===== src/rtl/aes_block_packer.sv =====
// Packs an 8-bit byte stream into 128-bit AES plaintext blocks (first byte in [127:120]).
// Define AES_PKCS7_PAD_EN for PKCS#7 padding of the final block; default is zero fill.
module aes_block_packer (
    input  logic         clk,
    input  logic         rst,
    input  logic [7:0]   bayt_i,
    input  logic         bayt_gecerli_i,
    input  logic         son_i,
    output logic         bayt_hazir_o,
    output logic [127:0] blok_o,
    output logic         g_gecerli_o,
    input  logic         hazir_i,
    output logic         blok_son_o,
    output logic [15:0]  blok_sayac_o
);

`ifdef AES_PKCS7_PAD_EN
    typedef enum logic [1:0] {COLLECT, HOLD, PAD} state_e;
`else
    typedef enum logic [1:0] {COLLECT, HOLD} state_e;
`endif

    state_e        state_q, state_d;
    logic [127:0]  asm_q, asm_d;
    logic [127:0]  out_q, out_d;
    logic [3:0]    cnt_q, cnt_d;
    logic          asm_son_q, asm_son_d;
    logic          out_vld_q, out_vld_d;
    logic          out_son_q, out_son_d;
    logic [15:0]   sayac_q, sayac_d;
`ifdef AES_PKCS7_PAD_EN
    logic          pad_pend_q, pad_pend_d;
    logic          need_pad;
`endif

    logic          byte_xfer;
    logic          drain;
    logic          out_free;
    logic          blk_done;
    logic          last_flag;
    logic [7:0]    fill;
    logic [127:0]  merged;

    assign bayt_hazir_o = (state_q == COLLECT) && !rst;
    assign g_gecerli_o  = out_vld_q;
    assign blok_o       = out_q;
    assign blok_son_o   = out_son_q;
    assign blok_sayac_o = sayac_q;

    always_comb begin
        byte_xfer = bayt_gecerli_i && bayt_hazir_o;
        drain     = out_vld_q && hazir_i;
        out_free  = !out_vld_q || drain;
        blk_done  = (cnt_q == 4'hF) || son_i;
`ifdef AES_PKCS7_PAD_EN
        // A final block that is already full carries no padding; a pad-only block follows it.
        fill      = {4'h0, 4'hF - cnt_q};
        need_pad  = son_i && (cnt_q == 4'hF);
        last_flag = son_i && (cnt_q != 4'hF);
`else
        fill      = '0;
        last_flag = son_i;
`endif
        merged = asm_q;
        for (int unsigned i = 0; i < 16; i++) begin
            if (4'(i) == cnt_q)
                merged[127-8*i -: 8] = bayt_i;
            else if (blk_done && (4'(i) > cnt_q))
                merged[127-8*i -: 8] = fill;
        end
    end

    always_comb begin
        state_d   = state_q;
        asm_d     = asm_q;
        cnt_d     = cnt_q;
        asm_son_d = asm_son_q;
        out_d     = out_q;
        out_son_d = out_son_q;
        out_vld_d = out_vld_q && !drain;
        sayac_d   = sayac_q;
`ifdef AES_PKCS7_PAD_EN
        pad_pend_d = pad_pend_q;
`endif
        if (drain)
            sayac_d = out_son_q ? '0 : sayac_q + 16'd1;

        case (state_q)
            COLLECT: begin
                if (byte_xfer) begin
                    if (!blk_done) begin
                        asm_d = merged;
                        cnt_d = cnt_q + 4'd1;
                    end else begin
                        cnt_d = '0;
                        if (out_free) begin
                            out_d     = merged;
                            out_son_d = last_flag;
                            out_vld_d = 1'b1;
`ifdef AES_PKCS7_PAD_EN
                            if (need_pad)
                                state_d = PAD;
`endif
                        end else begin
                            asm_d     = merged;
                            asm_son_d = last_flag;
                            state_d   = HOLD;
`ifdef AES_PKCS7_PAD_EN
                            pad_pend_d = need_pad;
`endif
                        end
                    end
                end
            end
            HOLD: begin
                if (out_free) begin
                    out_d     = asm_q;
                    out_son_d = asm_son_q;
                    out_vld_d = 1'b1;
                    state_d   = COLLECT;
`ifdef AES_PKCS7_PAD_EN
                    if (pad_pend_q) begin
                        state_d    = PAD;
                        pad_pend_d = 1'b0;
                    end
`endif
                end
            end
`ifdef AES_PKCS7_PAD_EN
            PAD: begin
                if (out_free) begin
                    out_d     = {16{8'h10}};
                    out_son_d = 1'b1;
                    out_vld_d = 1'b1;
                    state_d   = COLLECT;
                end
            end
`endif
            default: state_d = COLLECT;
        endcase
    end

    always_ff @(posedge clk) begin
        if (rst) begin
            state_q   <= COLLECT;
            asm_q     <= '0;
            out_q     <= '0;
            cnt_q     <= '0;
            asm_son_q <= 1'b0;
            out_vld_q <= 1'b0;
            out_son_q <= 1'b0;
            sayac_q   <= '0;
`ifdef AES_PKCS7_PAD_EN
            pad_pend_q <= 1'b0;
`endif
        end else begin
            state_q   <= state_d;
            asm_q     <= asm_d;
            out_q     <= out_d;
            cnt_q     <= cnt_d;
            asm_son_q <= asm_son_d;
            out_vld_q <= out_vld_d;
            out_son_q <= out_son_d;
            sayac_q   <= sayac_d;
`ifdef AES_PKCS7_PAD_EN
            pad_pend_q <= pad_pend_d;
`endif
        end
    end

endmodule


===== config.mk =====
export PLATFORM = sky130hd
export DESIGN_NAME = aes_block_packer
export DESIGN_NICKNAME = d
export VERILOG_FILES = /design/src/rtl/aes_block_packer.sv
export SDC_FILE = /design/constraint.sdc
export NUM_CORES = 1
export LEC_CHECK = 0
export CAP_MARGIN = 25
export CORE_ASPECT_RATIO = 0.5
export CORE_MARGIN = 2
export CORE_UTILIZATION = 55
export CTS_CLUSTER_DIAMETER = 200
export DETAILED_ROUTE_END_ITERATION = 16
export PLACE_DENSITY_LB_ADDON = 0.12
export SLEW_MARGIN = 40
export SYNTH_ARGS = -nofsm -noshare
export SYNTH_HDL_FRONTEND = slang
export SYNTH_SLANG_ARGS = --single-unit
export TNS_END_PERCENT = 20

===== constraint.sdc =====
create_clock -name clk -period 3.7 [get_ports clk]
set_input_delay 1.11 -clock clk [delete_from_list [all_inputs] [get_ports clk]]
set_output_delay 1.11 -clock clk [all_outputs]
set_load 0.01 [all_outputs]

==> summary.txt <==
Clocking
  • Clock net sink count: between 200 and 300
  • Root cell of the clock tree: sky130_fd_sc_hd__clkbuf_16
  • Post-CTS setup buffer count: 0
  • Post-cts sizing count: 0
  • Hold buffers post-CTS: 0
  • Clock transition at the register clock pins on the worst setup and hold paths after CTS: 60 ps
  • Number of buffers between clock root and the deepest sink: 3
  • H-tree levels: 1
  • Num CTS Buffers: 24
  • TritonCTS clock tree: built
  • Clock network latency to the later pin of the worst-skew pair: between 500 and 600 ps

Cells and area
  • Fraction of layout instances using a drive strength above 1: 8.813%
  • Total number of nets in the final design: 1442
  • Commonest non-fill, non-tap cell in the layout: sky130_fd_sc_hd__dfxtp_1
  • Final antenna diode count: 0
  • Fill count: about 1600
  • Commonest non-fill, non-tap cells in the layout: sky130_fd_sc_hd__dfxtp_1 (279), sky130_fd_sc_hd__nor2_1 (215), sky130_fd_sc_hd__clkdlybuf4s50_1 (158)
  • Area Growth Syn to Fin: 22.43%

Global route
  • Combined global-route utilization of all metal layers: 32.15%
  • First-pass GRT wire length: 57460 um
  • Met2 global-route usage: 46.28%
  • Met1 track demand over resource in global routing: a little under half
  • Met3 track demand over resource: ~8.3%
  • Via count of the first global-routing pass: 10120
  • Maximum number of pins on one net before global-route repair: between 100 and 150
  • Total gr overflow: 0
  • Antenna violations before repair: 1
  • Peak-usage layer in the global routing report: met1

Flow run
  • Max Cap Viol: 0

Floorplanning
  • Total Die Area: between 20000 and 25000 um^2
  • Initial core utilization: a little under three fifths
  • Cell row count: 37
  • Core Area: 20790 um^2
  • Die Y: 107.4 um
  • Number of top-level design ports: 160
  • X dimension of the die: 210.9 um

Place
  • Count of buffers from port buffering: 159
  • Pre-CTS worst setup slack: roughly 400 ps
  • HPWL after detailed placement: 24330 um
  • Final weighted congestion in routability-driven placement: between 0.9 and 1

STA
  • Setup-failing EPs final: 0
  • Slew Limit Headroom: 46.68%
  • RSZ-0062 raised after global routing: false
  • Fin crit share: 84.18%
  • Maximum achievable frequency: 321.0 MHz
  • Final hold violations: 0
  • Setup TNS: 0 ps
  • Final clock skew: 14.17 ps
  • Number of max-slew violations in the final report: 0
  • Tightest Pin Transition: 799.7 ps
  • Period minus WS final: 3115 ps
  • Setup slack after layout: slightly below 600 ps

Power
  • Pleak: about 5.1 nW
  • Power Total: 6.453 mW
  • Highest ir drop seen on vdd: about 0.00037 V
  • Power density over cell area: between 400 and 500 nW/um^2

Critical path
  • Start-to-end type of the worst setup path: input port to output port
  • WP data required: 2590 ps
  • Crit path DAT: 2000 ps
  • CP max FO: 4
  • Crit start category: input port
  • Critical path endpoint category: output port

Yosys
  • Number of storage elements in the synthesis netlist: 280
  • Total nets after synthesis: 1320
  • Sequential area share after synthesis: 47.62%
  • Cell Area, Synth: between 10000 and 15000 um^2
  • Number of flops mapped to enable cells by yosys: 0
  • Synth Warn #: 0
  • Flip-flop cell with the highest count after synthesis: sky130_fd_sc_hd__dfxtp_1
  • Fraction of synthesis flops using an asynchronous set or reset pin: 0%
  • Syn Area/Cell: 9.033 um^2
  • Library cells used by synthesis: slightly below 80
  • Gate Count Post-Synth: 1303

Status
  • Run status: finished clean

Drt
  • Total via count in the routed design: 11040
  • Remaining antenna violation count: 0
  • Vias per std cell: approximately 6.4
  • # DRC: 0
  • Starting DRT DRC Count: 1299
  • DRT Wirelength: approximately 37000 um
  • DR WL/cell: approximately 21 um
  • First-pass DRT Iterations: 6

Min path
  • Type of the tightest min-delay check: flip-flop to flip-flop
[layer usage]
layer / wire (um) / vias to the layer above
met5: 0 / -
met4: 595 / 0
met3: 4272 / 67
met2: 15220 / 595
met1: 16510 / 5327
li1: - / 5047
[cells in the mapped netlist, types with 9 or more instances]
| master | instances | area [um^2] |
|---|---|---|
| sky130_fd_sc_hd__a211oi_1 | 52 | 390.4 |
| sky130_fd_sc_hd__a21oi_1 | 37 | 185.2 |
| sky130_fd_sc_hd__a221oi_1 | 71 | 621.9 |
| sky130_fd_sc_hd__a22o_1 | 31 | 271.5 |
| sky130_fd_sc_hd__a22oi_1 | 27 | 202.7 |
| sky130_fd_sc_hd__buf_2 | 37 | 185.2 |
| sky130_fd_sc_hd__buf_4 | 10 | 75.07 |
| sky130_fd_sc_hd__clkbuf_1 | 56 | 210.2 |
| sky130_fd_sc_hd__dfxtp_1 | 280 | 5605 |
| sky130_fd_sc_hd__inv_1 | 14 | 52.55 |
| sky130_fd_sc_hd__mux2i_1 | 11 | 110.1 |
| sky130_fd_sc_hd__nand2_1 | 59 | 221.5 |
| sky130_fd_sc_hd__nand2b_1 | 22 | 137.6 |
| sky130_fd_sc_hd__nand3_1 | 15 | 75.07 |
| sky130_fd_sc_hd__nand3b_1 | 11 | 82.58 |
| sky130_fd_sc_hd__nor2_1 | 215 | 807.0 |
| sky130_fd_sc_hd__nor2b_1 | 20 | 125.1 |
| sky130_fd_sc_hd__nor3_1 | 96 | 480.5 |
| sky130_fd_sc_hd__nor4_1 | 16 | 100.1 |
| sky130_fd_sc_hd__o21ai_0 | 41 | 205.2 |
| sky130_fd_sc_hd__o2bb2ai_1 | 31 | 271.5 |
| sky130_fd_sc_hd__xnor2_1 | 9 | 78.83 |
[area by class of cell]
type / instances / area [um^2] / area share, %
flip-flops and latches: 280 / 5607 / 38.91
multi-input cells: 895 / 5583 / 38.74
repair buffers: 210 / 2017 / 14.00
clock buffers: 38 / 764.5 / 5.305
well taps: 273 / 341.6 / 2.370
inverters: 14 / 52.55 / 0.3647
clock inverters: 4 / 45.04 / 0.3126
[path summary, 6_finish.rpt]
check	start	to	slack (ps)	cells after the start
worst max-delay path	rst	bayt_hazir_o	590	3
worst min-delay path	asm_q[20]	asm_q[20]	470	1
worst max register to register	cnt_q[1]	blok_o[47]	950	6
worst min register to register	asm_q[20]	asm_q[20]	470	1
[cells by family after synthesis]
kind of cell             Yosys count  synth area share, %
adder cells (fa/ha/maj)            4               0.4252
AND/OR/NAND/NOR                  502                20.77
buffers and inverters            128                5.113
multiplexers                      13                1.127
flip-flops                       280                47.62
XOR/XNOR                          11               0.8186
AO/OA/AOI/OAI                    365                24.12
[stage by stage]
step                      area, um^2  hold slack, ps  utilization [%]  instances
after floorplan                11770           432.4                -       1303
after global placement         13600           447.4            65.41       1672
after detailed placement       13600           446.4            65.42       1672
after CTS                      14410           464.5            69.32       1714
after global routing           14410           476.1            69.33       1714
final                          14410           467.6            69.33       1714
[sequential cells by signal, indices dropped and copies added, names as in the netlist]
| name | cells |
|---|---|
| asm_q | 128 |
| blok_o | 128 |
| blok_sayac_o | 16 |
| cnt_q | 4 |
| asm_son_q | 1 |
| blok_son_o | 1 |
| g_gecerli_o | 1 |
| state_q | 1 |
[worst max-delay path: stages]
cell and delay [ps]:
sky130_fd_sc_hd__buf_6 100, sky130_fd_sc_hd__nor2_1 200, sky130_fd_sc_hd__clkdlybuf4s50_1 590
[power breakdown]
group	leakage, nW	switching [mW]	internal, mW
Clock	0.403	1.13	1.48
Combinational	2.46	0.417	0.278
Sequential	2.27	0.0524	3.09
No activity file was read; power rests on OpenSTA's default activity.
==> patch 1, RTL diff (same settings) <==
Add a define of `AES_PKCS7_PAD_EN`.
--- a/src/rtl/aes_block_packer.sv
+++ b/src/rtl/aes_block_packer.sv
@@ -2,2 +2,4 @@
 // Define AES_PKCS7_PAD_EN for PKCS#7 padding of the final block; default is zero fill.
+`define AES_PKCS7_PAD_EN
+
 module aes_block_packer (
Behaviour: not the same (a bounded check fails within 4 cycles, from zero or initial values and one cycle with rst high).
==> patch 1 against the original RTL <==
- fmax grew 1.7%
- design area grew 14%
- area after synthesis grew 15%
- sequential cell count grew 2
- setup slack gained 0.052 ns
- count of clock-buffer cells in the layout shrank 4
- wire length grew 31%
- critical path type is now flip-flop to primary output
- highest routed layer unchanged
Power is not compared: it rests on default switching activity, and its combinational part moved more than twofold at a synthesized area within 25%.
==> patch 1: results (changes against the original RTL) <==
<table>
<tr><th>Metric</th><th>Value</th></tr>
<tr><th colspan="2">Outcome</th></tr>
<tr><td>Status</td><td>completed (unchanged)</td></tr>
<tr><th colspan="2">Worst hold path</th></tr>
<tr><td>Number of cells on the worst hold path</td><td>2 (was 1)</td></tr>
<tr><td>End point of the most critical hold path</td><td>blok_o[86]$_SDFFE_PP0P_ (was asm_q[20]$_SDFFE_PP0P_)</td></tr>
<tr><th colspan="2">Yosys</th></tr>
<tr><td>Cell types with the largest area share after synthesis</td><td>sky130_fd_sc_hd__dfxtp_1 42%, sky130_fd_sc_hd__nor2_1 8.2%, sky130_fd_sc_hd__a221oi_1 4.1% (was sky130_fd_sc_hd__dfxtp_1 48%, sky130_fd_sc_hd__nor2_1 6.9%, sky130_fd_sc_hd__a221oi_1 5.3%)</td></tr>
<tr><td>Share of synthesized cell area in full adder, half adder and majority cells</td><td>0.922% (was 0.425%)</td></tr>
<tr><td>Portion of netlist area occupied by mux cells</td><td>1.70% (was 1.13%)</td></tr>
<tr><td>Part of the Yosys area used for sequential elements</td><td>41.6% (was 47.6%)</td></tr>
<tr><td>Syn nets</td><td>1654 (was 1320)</td></tr>
<tr><td>Number of instances in the synthesized netlist</td><td>1631 (was 1303)</td></tr>
<tr><th colspan="2">Global route</th></tr>
<tr><td>Wire length of the first global-routing pass</td><td>72900 µm (was 57500 µm)</td></tr>
<tr><td>GR Util met3</td><td>9.12% (was 8.34%)</td></tr>
<tr><td>Met2 Resource Use GR</td><td>55.6% (was 46.3%)</td></tr>
<tr><th colspan="2">Worst setup path</th></tr>
<tr><td>Worst setup startpoint</td><td>state_q[0]$_SDFFE_PP0P_ (was rst)</td></tr>
<tr><td>Max stage delay on crit path</td><td>0.54 ns (was 0.59 ns)</td></tr>
<tr><td>Flop2flop setup slack</td><td>1.05 ns (was 0.95 ns)</td></tr>
<tr><td>R2r endpoint</td><td>blok_o[97]$_SDFFE_PP0P_ (was blok_o[47]$_SDFFE_PP0P_)</td></tr>
<tr><td>Worst reg2reg path depth</td><td>8 (was 6)</td></tr>
<tr><th colspan="2">Finish</th></tr>
<tr><td>Nets@finish</td><td>1766 (was 1442)</td></tr>
<tr><td>Layout cells sized above 1</td><td>10.4% (was 8.81%)</td></tr>
<tr><td>Fill cell count</td><td>2056 (was 1621)</td></tr>
<tr><td>Reg area</td><td>5650 µm² (was 5610 µm²)</td></tr>
<tr><th colspan="2">Drt</th></tr>
<tr><td>Total routed wire length on the met1 layer</td><td>20600 µm (was 16500 µm)</td></tr>
<tr><td>DRT Wirelength</td><td>47800 µm (was 36600 µm)</td></tr>
<tr><th colspan="2">Place</th></tr>
<tr><td>GPL Wtd Cong</td><td>0.974 (was 0.909)</td></tr>
<tr><th colspan="2">CTS</th></tr>
<tr><td>Total clock buffers created by CTS</td><td>26 (was 24)</td></tr>
</table>
[patch 1: cell count changes after synthesis, moves of 12 or more]
cell and delta:
sky130_fd_sc_hd__a32oi_1 +35, sky130_fd_sc_hd__a21oi_1 +54, sky130_fd_sc_hd__mux2i_1 +12, sky130_fd_sc_hd__a22o_1 -13
sky130_fd_sc_hd__o21ai_0 +26, sky130_fd_sc_hd__nand3_1 +12, sky130_fd_sc_hd__nand2_1 +21, sky130_fd_sc_hd__nor2_1 +81
sky130_fd_sc_hd__buf_2 +21, sky130_fd_sc_hd__o2bb2ai_1 -28, sky130_fd_sc_hd__a211oi_1 +21, sky130_fd_sc_hd__clkbuf_1 +16
sky130_fd_sc_hd__nand2b_1 -15
[patch 1: area by class of cell]
class	count	share of cell area [%]
Multi-Input combinational cell	1167	42.9
Sequential cell	282	34.3
Timing Repair Buffer	240	13.9
Clock buffer	34	4.56
Tap cell	336	2.55
Clock inverter	14	1.27
Inverter	26	0.592
[patch 1: cells by family (layout without fill, tap and decap cells)]
kind of cell,after synthesis,in the layout
compound gates,496,496
xor+xnor,11,11
fa+ha+maj,10,10
buf+inv,182,314
flops,282,282
mux,23,23
simple gates,627,627
[patch 1: power groups by stage]
stage | registers (mW) | clock network, mW | logic, mW
4_1_cts | 3.67 | 3.06 | 3.05
5_1_grt | 3.72 | 3.19 | 3.31
3_3_place_gp | 3.72 | 0 | 2.98
3_5_place_dp | 3.73 | 0 | 3.03
6_report | 3.68 | 3.05 | 3.10
2_1_floorplan | 3.86 | 0 | 1.51
[patch 1: stage by stage]
step / worst slack [ns] / instances
floorplan: 0.830 / 1631
finish: 0.638 / 2099
CTS: 0.627 / 2099
global placement: 0.411 / 2051
detailed placement: 0.292 / 2051
global route: 0.551 / 2099
==> patch 2, RTL diff (same flow settings) <==
Without the edit above. Put one more register stage on the output `blok_o`, cleared by the reset. The value now appears one clock later. The other outputs are not delayed to match.
--- a/src/rtl/aes_block_packer.sv
+++ b/src/rtl/aes_block_packer.sv
@@ -45,3 +45,9 @@
     assign g_gecerli_o  = out_vld_q;
-    assign blok_o       = out_q;
+    always_ff @(posedge clk) begin
+        if (rst) begin
+            blok_o <= '0;
+        end else begin
+            blok_o <= out_q;
+        end
+    end
     assign blok_son_o   = out_son_q;
Formal check against the unedited RTL: not equivalent (a bounded check fails within 4 cycles, from zero or initial values and one cycle with rst high).
==> patch 2 against the original RTL <==
- wire length up 16%
- area after synthesis up 30%
- sequential power increased by 45%
- final cell count is 20% higher
- count of clock-buffer cells in the layout rose by 11
- sequential share of layout area is 4.8 points higher
- design area is 30% higher
- total power rose by 44%
- non-clock buffer count rose by 18
- sequential cell count up 128
- clock skew increased by 0.012 ns
- setup slack improved by 0.046 ns
- first-iteration DRC count up 6.8%
- critical endpoint unchanged
- highest routed layer unchanged
==> patch 2: results (changes against the original RTL) <==
<table>
<tr><th>Metric</th><th>Value</th></tr>
<tr><th colspan="2">Drt</th></tr>
<tr><td>Via-to-Cell Ratio</td><td>6.11 (was 6.44)</td></tr>
<tr><td>Average wire per cell in the routed design</td><td>20.7 µm (was 21.4 µm)</td></tr>
<tr><td>Routed wire length on met2</td><td>17800 µm (was 15200 µm)</td></tr>
<tr><th colspan="2">Global route</th></tr>
<tr><td>Wire length of the first global-routing pass</td><td>65800 µm (was 57500 µm)</td></tr>
<tr><td>Global-route track usage on met1</td><td>42.0% (was 47.9%)</td></tr>
<tr><td>Number of antenna violations at the first check in global routing</td><td>0 (was 1)</td></tr>
<tr><td>Largest net degree at the start of global routing</td><td>83 (was 103)</td></tr>
<tr><th colspan="2">Power and ir drop</th></tr>
<tr><td>Static leakage</td><td>7.03 nW (was 5.14 nW)</td></tr>
<tr><td>Switching fraction of total power</td><td>22.5% (was 24.8%)</td></tr>
<tr><td>Proportion of power drawn by combinational gates</td><td>6.2% (was 10.8%)</td></tr>
<tr><td>Net switching power figure</td><td>2.09 mW (was 1.60 mW)</td></tr>
<tr><th colspan="2">Yosys</th></tr>
<tr><td>Syn nets</td><td>1541 (was 1320)</td></tr>
<tr><td>Count of distinct cell types in the synthesized netlist</td><td>66 (was 79)</td></tr>
<tr><td>Most instantiated cells after synthesis</td><td>408 x sky130_fd_sc_hd__dfxtp_1, 140 x sky130_fd_sc_hd__nor2b_1, 138 x sky130_fd_sc_hd__a21oi_1 (was 280 x sky130_fd_sc_hd__dfxtp_1, 215 x sky130_fd_sc_hd__nor2_1, 96 x sky130_fd_sc_hd__nor3_1)</td></tr>
<tr><th colspan="2">Worst setup path</th></tr>
<tr><td>Worst reg2reg path depth</td><td>7 (was 6)</td></tr>
<tr><td>Worst-path maximum fanout</td><td>7 (was 4)</td></tr>
<tr><td>Flop2flop setup slack</td><td>1.14 ns (was 0.95 ns)</td></tr>
<tr><th colspan="2">Finish</th></tr>
<tr><td>Clock distribution area overhead in the final layout</td><td>7.07% (was 5.62%)</td></tr>
<tr><td>Non-clock buffer count</td><td>228 (was 210)</td></tr>
<tr><td>Fill cell count</td><td>2099 (was 1621)</td></tr>
<tr><th colspan="2">CTS</th></tr>
<tr><td>H-tree Lvls</td><td>2 (was 1)</td></tr>
<tr><td>Total clock buffers created by CTS</td><td>36 (was 24)</td></tr>
<tr><td>Clock sink count</td><td>408 (was 280)</td></tr>
<tr><th colspan="2">STA</th></tr>
<tr><td>Crit path time final</td><td>3.07 ns (was 3.11 ns)</td></tr>
<tr><th colspan="2">Outcome</th></tr>
<tr><td>Status</td><td>completed (unchanged)</td></tr>
<tr><th colspan="2">Place</th></tr>
<tr><td>GPL Wtd Cong</td><td>0.947 (was 0.909)</td></tr>
</table>
## patch 2: cell types whose count changed after synthesis, sizes merged, moves of 23 or more
| cell | before | now |
|---|---|---|
| a211oi | 57 | 9 |
| a21oi | 43 | 139 |
| a221oi | 71 | 24 |
| a22o | 31 | 111 |
| dfxtp | 280 | 408 |
| nand2 | 59 | 36 |
| nand3 | 18 | 41 |
| nor2 | 218 | 92 |
| nor2b | 20 | 140 |
| nor3 | 98 | 22 |
| o31ai | 1 | 95 |
## patch 2: critical path: cells and delay by family
family / cells / cell delay, ns
buf+inv: 2 / 0.68
simple gates: 1 / 0.16
## patch 2: stage by stage
stage                     hold WS, ns  instance area (µm²)
after global routing            0.465                18700
final                           0.460                18700
after floorplan                 0.438                15300
after detailed placement        0.454                17300
after CTS                       0.461                18600
after global placement          0.456                17300
## patch 2: cell families after synthesis
kind of cell	after synthesis	share of synthesized area (%)
AOI/OAI and AO/OA	528	25.6
DFF	408	53.5
and+or+nand+nor	403	14.4
buffers and inverters	151	4.31
muxes	18	1.20
xor gates and xnor gates	12	0.688
adders and majority gates	4	0.328
## patch 2: worst min-delay path by stage
stage                        endpoint                     from  depth (start not counted)
2_1_floorplan  blok_o[100]$_SDFF_PP0_  out_q[100]$_SDFFE_PP0P_                          1
3_3_place_gp    blok_o[18]$_SDFF_PP0_   out_q[18]$_SDFFE_PP0P_                          1
5_1_grt         blok_o[93]$_SDFF_PP0_   out_q[93]$_SDFFE_PP0P_                          1
4_1_cts         blok_o[93]$_SDFF_PP0_   out_q[93]$_SDFFE_PP0P_                          1
3_5_place_dp   blok_o[125]$_SDFF_PP0_  out_q[125]$_SDFFE_PP0P_                          1
6_report        blok_o[93]$_SDFF_PP0_   out_q[93]$_SDFFE_PP0P_                          1
